`src/rtl/freq_calc_pkg.sv`:
```
// rtl/freq_calc_pkg.sv - shared types and constants for the frequency calculator
package freq_calc_pkg;

    typedef enum logic [1:0] {
        IDLE = 2'd0,
        MUL  = 2'd1,
        DIV  = 2'd2,
        DONE = 2'd3
    } state_t;

    localparam int DIV_ITER = 64;
    localparam int FLAG_DZ  = 0;
    localparam int FLAG_SAT = 1;
    localparam int FLAG_OVR = 2;

    localparam logic [31:0] DEF_REF_FREQ_HZ = 32'd100_000_000;

endpackage

```
`src/rtl/seq_div.sv`:
```
// rtl/seq_div.sv - 64/32 serial restoring divider, one quotient bit per cycle
module seq_div
    import freq_calc_pkg::*;
(
    input  logic        clk,
    input  logic        rst,
    input  logic        start,
    input  logic [63:0] dividend,
    input  logic [31:0] divisor,
    output logic        done,
    output logic [63:0] quotient,
    output logic [31:0] remainder
);

    logic [63:0] quo;
    logic [31:0] rem;
    logic [31:0] divisor_q;
    logic [5:0]  cnt;
    logic        running;
    logic [32:0] trial;
    logic        take;

    // The partial remainder stays below the divisor, so the shifted trial fits in 33 bits.
    assign trial = {rem, quo[63]};
    assign take  = trial >= {1'b0, divisor_q};

    always_ff @(posedge clk or posedge rst) begin
        if (rst) begin
            quo       <= '0;
            rem       <= '0;
            divisor_q <= '0;
            cnt       <= '0;
            running   <= 1'b0;
        end else if (start) begin
            quo       <= dividend;
            rem       <= '0;
            divisor_q <= divisor;
            cnt       <= 6'(DIV_ITER - 1);
            running   <= 1'b1;
        end else if (running) begin
            quo <= {quo[62:0], take};
            rem <= take ? 32'(trial - {1'b0, divisor_q}) : trial[31:0];
            if (cnt == 6'd0) begin
                running <= 1'b0;
            end else begin
                cnt <= cnt - 6'd1;
            end
        end
    end

    assign done      = running && (cnt == 6'd0);
    assign quotient  = quo;
    assign remainder = rem;

endmodule

```
`src/rtl/freq_calc.sv`:
```
// rtl/freq_calc.sv - converts ref/sig count pairs into a frequency in Hz
module freq_calc
    import freq_calc_pkg::*;
#(
    parameter logic [31:0] REF_FREQ_HZ = DEF_REF_FREQ_HZ,
    parameter int          QUO_W       = 32
) (
    input  logic             clk_i,
    input  logic             rst_i,
    input  logic             in_en_i,
    input  logic [63:0]      in_data_i,
    output logic             out_en_o,
    output logic [QUO_W-1:0] out_freq_o,
    output logic [2:0]       out_flags_o,
    output logic             busy_o,
    input  logic             clr_ovr_i
);

    state_t state, state_next;

    logic        buf_valid;
    logic [63:0] buf_data;
    logic [31:0] op_ref, op_sig;
    logic        dz_q;
    logic        ovr;
    logic        flag_dz, flag_sat;
    logic [QUO_W-1:0] freq_q;
    logic        out_en_q;

    logic        latch_direct, latch_buf, div_start, div_done;
    logic        buf_write, ovr_set;
    logic [63:0] product;
    logic [63:0] quotient;
    logic [31:0] div_rem_unused;
    logic        quo_sat;

    assign product = 64'(op_sig) * 64'(REF_FREQ_HZ);
    assign quo_sat = (quotient >> QUO_W) != 64'd0;

    // Only IDLE starts conversions, so a buffer write and a buffer read never coincide.
    assign buf_write = in_en_i && (state != IDLE);
    assign ovr_set   = buf_write && buf_valid;

    always_comb begin
        state_next   = state;
        latch_direct = 1'b0;
        latch_buf    = 1'b0;
        div_start    = 1'b0;
        case (state)
            IDLE: begin
                if (in_en_i) begin
                    latch_direct = 1'b1;
                    state_next   = MUL;
                end else if (buf_valid) begin
                    latch_buf  = 1'b1;
                    state_next = MUL;
                end
            end
            MUL: begin
                if (op_ref == 32'd0) begin
                    state_next = DONE;
                end else begin
                    div_start  = 1'b1;
                    state_next = DIV;
                end
            end
            DIV: begin
                if (div_done) begin
                    state_next = DONE;
                end
            end
            DONE: begin
                state_next = IDLE;
            end
            default: state_next = IDLE;
        endcase
    end

    always_ff @(posedge clk_i or posedge rst_i) begin
        if (rst_i) begin
            state     <= IDLE;
            buf_valid <= 1'b0;
            buf_data  <= '0;
            op_ref    <= '0;
            op_sig    <= '0;
            dz_q      <= 1'b0;
            ovr       <= 1'b0;
            flag_dz   <= 1'b0;
            flag_sat  <= 1'b0;
            freq_q    <= '0;
            out_en_q  <= 1'b0;
        end else begin
            state    <= state_next;
            out_en_q <= (state == DONE);

            if (latch_direct) begin
                {op_ref, op_sig} <= in_data_i;
            end else if (latch_buf) begin
                {op_ref, op_sig} <= buf_data;
            end

            if (buf_write) begin
                buf_data  <= in_data_i;
                buf_valid <= 1'b1;
            end else if (latch_buf) begin
                buf_valid <= 1'b0;
            end

            if (ovr_set) begin
                ovr <= 1'b1;
            end else if (clr_ovr_i) begin
                ovr <= 1'b0;
            end

            if (state == MUL) begin
                dz_q <= (op_ref == 32'd0);
            end

            if (state == DONE) begin
                if (dz_q) begin
                    freq_q   <= '1;
                    flag_dz  <= 1'b1;
                    flag_sat <= 1'b0;
                end else if (quo_sat) begin
                    freq_q   <= '1;
                    flag_dz  <= 1'b0;
                    flag_sat <= 1'b1;
                end else begin
                    freq_q   <= quotient[QUO_W-1:0];
                    flag_dz  <= 1'b0;
                    flag_sat <= 1'b0;
                end
            end
        end
    end

    seq_div u_seq_div (
        .clk       (clk_i),
        .rst       (rst_i),
        .start     (div_start),
        .dividend  (product),
        .divisor   (op_ref),
        .done      (div_done),
        .quotient  (quotient),
        .remainder (div_rem_unused)
    );

    assign out_en_o              = out_en_q;
    assign out_freq_o            = freq_q;
    assign out_flags_o[FLAG_DZ]  = flag_dz;
    assign out_flags_o[FLAG_SAT] = flag_sat;
    assign out_flags_o[FLAG_OVR] = ovr;
    assign busy_o                = (state != IDLE);

endmodule

```
`config.mk`:
```
export PLATFORM = sky130hd
export DESIGN_NAME = freq_calc
export DESIGN_NICKNAME = d
export VERILOG_FILES = /design/src/rtl/freq_calc_pkg.sv /design/src/rtl/seq_div.sv /design/src/rtl/freq_calc.sv
export SDC_FILE = /design/constraint.sdc
export NUM_CORES = 2
export LEC_CHECK = 0
export CELL_PAD_IN_SITES_DETAIL_PLACEMENT = 1
export CELL_PAD_IN_SITES_GLOBAL_PLACEMENT = 1
export CORE_MARGIN = 2
export CORE_UTILIZATION = 54
export CTS_CLUSTER_SIZE = 30
export DETAILED_ROUTE_END_ITERATION = 8
export PLACE_DENSITY_LB_ADDON = 0.1
export SETUP_SLACK_MARGIN = 0.05
export SLEW_MARGIN = 5
export SYNTH_ARGS = -nofsm -noshare
export SYNTH_HDL_FRONTEND = slang
export SYNTH_HIERARCHICAL = 1
export SYNTH_SLANG_ARGS = --single-unit
```
`constraint.sdc`:
```
create_clock -name clk_i -period 12.4 [get_ports clk_i]
set_input_delay 1.86 -clock clk_i [delete_from_list [all_inputs] [get_ports clk_i]]
set_output_delay 1.86 -clock clk_i [all_outputs]
set_load 0.1 [all_outputs]
```
## Yosys cells after proc, flatten, opt, wreduce, memory -nomap -nowiden

Cells that the tools add are included.
W data, S select, Z words.

- Output and inout port bits: 37
- Input bits: 68
- Logic and storage cells: 76
- Flip-flop bits (word level): 303

- Add/subtract/negate cells: 2
- Mux-type cells: 36
- Reductions and logical operators: 14
- Order comparisons: 1
- Multiply operators: 1
- Equality and inequality tests: 6

Operator list:

| operator | count |
|---|---|
| $mux W32 | 9 |
| $mux W64 | 2 |
| $reduce_bool A64 Y1 | 1 |
| $mul A32 B19 Y51 const B | 1 |
| $ge A33 B32 Y1 | 1 |
| $logic_not A32 Y1 | 1 |
| $sub A32 B32 Y32 | 1 |
| $mux W1 | 18 |
| $mux W6 | 3 |
| $reduce_bool A2 Y1 | 5 |
| $pmux W2 S4 | 1 |
| $logic_not A6 Y1 | 1 |
| $mux W2 | 3 |
| $sub A6 B1 Y6 const B | 1 |
| $eq A2 B2 Y1 const B | 2 |
| $ne A2 B2 Y1 const B | 2 |
| $reduce_and A2 Y1 | 2 |
| $logic_and A1 B1 Y1 | 3 |
| $ne A3 B3 Y1 const B | 1 |
| $eq A2 B1 Y1 const B | 1 |
| $logic_not A2 Y1 | 1 |

## Longest topological paths before layout

- Depth after elaboration: 5
- Mapped depth: 25

## Hierarchy

The synthesis kept the hierarchy.

Modules (own cells, without submodules):

| module | sequential area each (um^2) | cells an instance | times used | area each (um^2) |
|---|---|---|---|---|
| freq_calc | 4204.0 | 1768 | 1 | 18718.0 |
| seq_div | 3378.2 | 904 | 1 | 8040.2 |

## Worst setup path after synthesis

Ideal clock, no wire load.

- Path kind: reg-to-reg
- From: reg op_sig[4]
- To: reg u_seq_div.quo[57], in the netlist u_seq_div/quotient[57]
- Data required time: 12.267 ns
- Arrival: 5.905 ns
- Slack: 6.362 ns
- Stages on the path, launching flop included: 22
- Setup time: 0.133 ns
- Path buffers: 0
- Cells stage by stage: dfrtp_1 -> inv_1 -> fa_1 -> fa_1 -> inv_1 -> fa_1 -> fa_1 -> fa_1 -> inv_1 -> fa_1 -> inv_1 -> ha_1 -> nand4_1 -> or4_4 -> a31oi_4 -> a31oi_1 -> o31ai_2 -> a221o_1 -> a21oi_1 -> xnor2_1 -> nand2_1 -> o21ai_0

- Longest elaborated chain between the ends: 2

RTL lines:

| element | line | text |
|---|---|---|
| start, declared | freq_calc.sv:23 | `logic [31:0] op_ref, op_sig;` |
| start signal, assigned | freq_calc.sv:97 | `{op_ref, op_sig} <= in_data_i;` |
| start signal, assigned | freq_calc.sv:99 | `{op_ref, op_sig} <= buf_data;` |
| $mul A32 B19 Y51 | freq_calc.sv:37 | `assign product = 64'(op_sig) * 64'(REF_FREQ_HZ);` |
| net product[57] | freq_calc.sv:32 | `logic [63:0] product;` |
| $mux W64 | seq_div.sv:34 | `end else if (start) begin` |
| end signal, assigned | seq_div.sv:35 | `quo <= dividend;` |
| end signal, assigned | seq_div.sv:41 | `quo <= {quo[62:0], take};` |
| end, declared | seq_div.sv:15 | `logic [63:0] quo;` |

The timed path passes the listed nets, and every way through them passes these cells.
A chain may end at the register's enable or synchronous reset.

## Final worst setup path

- From: reg op_sig[7]
- To: reg u_seq_div.quo[57], in the netlist u_seq_div/quotient[57]

Same word-level chain as after synthesis.

==> metrics.cfg <==
[critical_path]
cp-start-kind = flop
cp_num_buf_inv = 4
worst_r2r_endpoint = u_seq_div/quotient[57]$_DFFE_PP0P_
cpMostUsedCell = fa_1
crit_arrival_ns = 7.36
crit_path_max_fanout = 10
reg2reg_setup_slack_ns = 5.51
reg2regPathDepth = 22
crit_required_ns = 12.87
critical-path-max-stage-delay_ns = 0.62
path_delay_family = adder cells
critical_path_class = flop to flop
r2r_start = op_sig[7]$_DFFE_PP0P_
cp-end-kind = flop
cp_slowest_cell = dfrtp_1
path_cells = inv_1 > fa_1 > inv_1 > ha_1 > fa_1 > fa_1 > fa_1 > inv_1 > fa_1 > inv_1 > ha_1 > a21oi_1 > o21ai_0 > nor2_1 > a31oi_4 > a31oi_1 > o31ai_2 > a221o_1 > a21oi_1 > xnor2_1 > nand2_1 > o21ai_0

[die]
die_x_um = 227
rows = 81
start_util = 0.547
coreArea_sq_um = 49000
die_h_um = 227
dieArea_sq_um = 51300
ioPinCount = 105

[min_path]
hold_path_depth = 1
hold_start = out_freq_o[20]$_DFFE_PP0P_
holdPathEnd = out_freq_o[20]$_DFFE_PP0P_
hp-class = flop to flop

[yosys]
synth_ff_type = dfrtp_1
synth_edf_count = 0
yosysSeqAreaShare = 0.283
ys_ff_latch = 303
syn_inst = 2672
yosysUniqueCellTypes = 72
synth_area_sq_um = 26800
synth_warnings = 6
async_flop_share = 1.00
syn_area_per_cell_sq_um = 10.0

[finish]
area_growth_pct = 10.8
final_cell_mix = 422 x inv_1, 302 x dfrtp_1, 268 x fa_1
final_layout_size_suffix_gt1_frac = 0.0606
layout_commonest_cell = inv_1
nNetsFinal = 3330

[outcome]
status = finished clean

[timing]
fin_crit_ns = 6.89
setup-violations-final = 0
max_freq_ghz = 0.145
whs_ns = 0.498
rsz0062_at_grt = false
setup_tns_ns = 0
maxSlewViolCount = 0
tightest_slew_ns = 1.14
period_share = 0.556
finClkSkew_ns = 0.0238
finalHoldViolations = 0
slew_headroom = 0.239

[routing]
vias = 19400
initialDrtViolationCount = 1037
totalWireLength_um = 73400
postRouteAntennaNets = 0
avgViaCountPerCell = 5.68
drt_pass1_iterations = 5
drcViolationCount = 0
wl_per_cell_um = 21.4

[placed_design]
io_buffer_count = 104
place_congestion = 0.908
hpwl_um = 57800

[clocking]
clock_sinks = 303
clock_latency_ns = 0.56
cts_tree = yes
clk_pin_slew_worst_paths_ns = 0.06
postCtsSetupRepairBufs = 0
cts_hold_buf = 0
cts_buffers = 37
htree_levels = 2
cts_resized = 0
clockBufferDepth = 3
cts-root-buf = clkbuf_16

[run]
maxCapViolCount = 0

[global_routing]
grt_start_max_net_pins = 94
track_usage = 0.298
grt_pass1_wl_um = 118000
antenna_found_initial = 4
grt-ovfl-total = 0
first_global_vias = 21800

==> registers in the layout, summed over array words and instances, names as in the netlist, 2 cells and up <==
| name | cells |
|---|---|
| buf_data | 64 |
| u_seq_div/quotient | 64 |
| op_ref | 32 |
| op_sig | 32 |
| out_freq_o | 32 |
| u_seq_div/divisor_q | 32 |
| u_seq_div/remainder | 32 |
| u_seq_div/cnt | 6 |
| state | 2 |
==> Yosys cell counts (9+ instances only) <==
library cell | n | share of area
xor2_1 | 44 | 0.014
nor4_1 | 21 | 0.0049
xnor2_1 | 45 | 0.015
o21ai_0 | 200 | 0.037
a21oi_1 | 81 | 0.015
a311oi_1 | 20 | 0.0065
nand2_1 | 267 | 0.037
inv_1 | 424 | 0.059
dfrtp_1 | 303 | 0.28
a21o_1 | 48 | 0.013
o211ai_1 | 16 | 0.0045
o21a_1 | 13 | 0.0036
fa_1 | 268 | 0.20
mux2_2 | 70 | 0.029
buf_2 | 16 | 0.0030
nand3_1 | 18 | 0.0034
clkbuf_1 | 82 | 0.012
mux2i_1 | 135 | 0.051
nand4_1 | 26 | 0.0061
nor2b_1 | 11 | 0.0026
a211oi_1 | 9 | 0.0025
o21bai_1 | 13 | 0.0036
a31oi_1 | 13 | 0.0030
o22a_1 | 32 | 0.010
nor3_1 | 19 | 0.0036
ha_1 | 265 | 0.12
nor2_1 | 86 | 0.012
==> logic make-up (layout without fill, tap and decap cells) <==
family,count (synthesis),count (layout),synth area share
buffers and inverters,537,609,0.0775
adder cells (fa/ha/maj),533,533,0.324
AO/OA/AOI/OAI,507,507,0.122
AND/OR/NAND/NOR,494,494,0.0822
flip-flops,303,303,0.283
multiplexers,208,208,0.0812
XOR/XNOR,89,89,0.0291
other,1,15,0.000140
==> how the worst max path moves through the flow <==
| stage | from | endpoint | slack, ns | cells past startpoint |
|---|---|---|---|---|
| 6_report | op_sig[7]$_DFFE_PP0P_ | u_seq_div/quotient[57]$_DFFE_PP0P_ | 5.51 | 22 |
| 4_1_cts | op_sig[8]$_DFFE_PP0P_ | u_seq_div/quotient[57]$_DFFE_PP0P_ | 5.51 | 23 |
| 3_5_place_dp | op_sig[8]$_DFFE_PP0P_ | u_seq_div/quotient[57]$_DFFE_PP0P_ | 5.56 | 22 |
| 3_3_place_gp | op_sig[4]$_DFFE_PP0P_ | u_seq_div/quotient[57]$_DFFE_PP0P_ | 5.74 | 21 |
| 5_1_grt | op_sig[7]$_DFFE_PP0P_ | u_seq_div/quotient[57]$_DFFE_PP0P_ | 5.08 | 23 |
| 2_1_floorplan | rst_i | buf_data[0]$_DFFE_PP0P_ | 5.99 | 1 |
==> metal layers <==
metal	wire [um]	part of all wire	global-route usage	vias to the layer above
li1	-	-	-	9017
met1	32000	0.44	0.393	9949
met2	36200	0.49	0.508	358
met3	3070	0.042	0.0424	117
met4	2100	0.029	0.0925	4
met5	21	0.00029	0	-
==> worst reg2reg max path: cells and delay by family, from the launching register on <==
kind | cells | cell delay [ns]
compound gates | 8 | 1.90
xor+xnor | 1 | 0.15
fa+ha+maj | 7 | 3.49
buf+inv | 4 | 0.37
flops | 1 | 0.62
simple gates | 2 | 0.28
==> cell type report <==
cell class / instances / area (sq um)
fillers: 5363 / 19300
well taps: 664 / 831
inverters: 424 / 1600
clock inverters: 12 / 196
multi-input cells: 1844 / 17200
diodes: 2 / 5.00
clock buffers: 54 / 1090
repair buffers: 119 / 1150
flip-flops and latches: 303 / 7590
==> through the flow <==
stage          std cells  area, sq um  setup slack, ns  utilization
5_1_grt             3421        29600             5.08        0.606
6_report            3422        29600             5.51        0.606
2_1_floorplan       2684        26800             5.99            -
3_5_place_dp        3354        28400             5.56        0.579
3_3_place_gp        3354        28400             5.74        0.579
4_1_cts             3420        29600             5.51        0.606
Power is left out: the tool's default activity adds up to more than one toggle a clock period on the data nets, which glitch-free logic cannot reach.
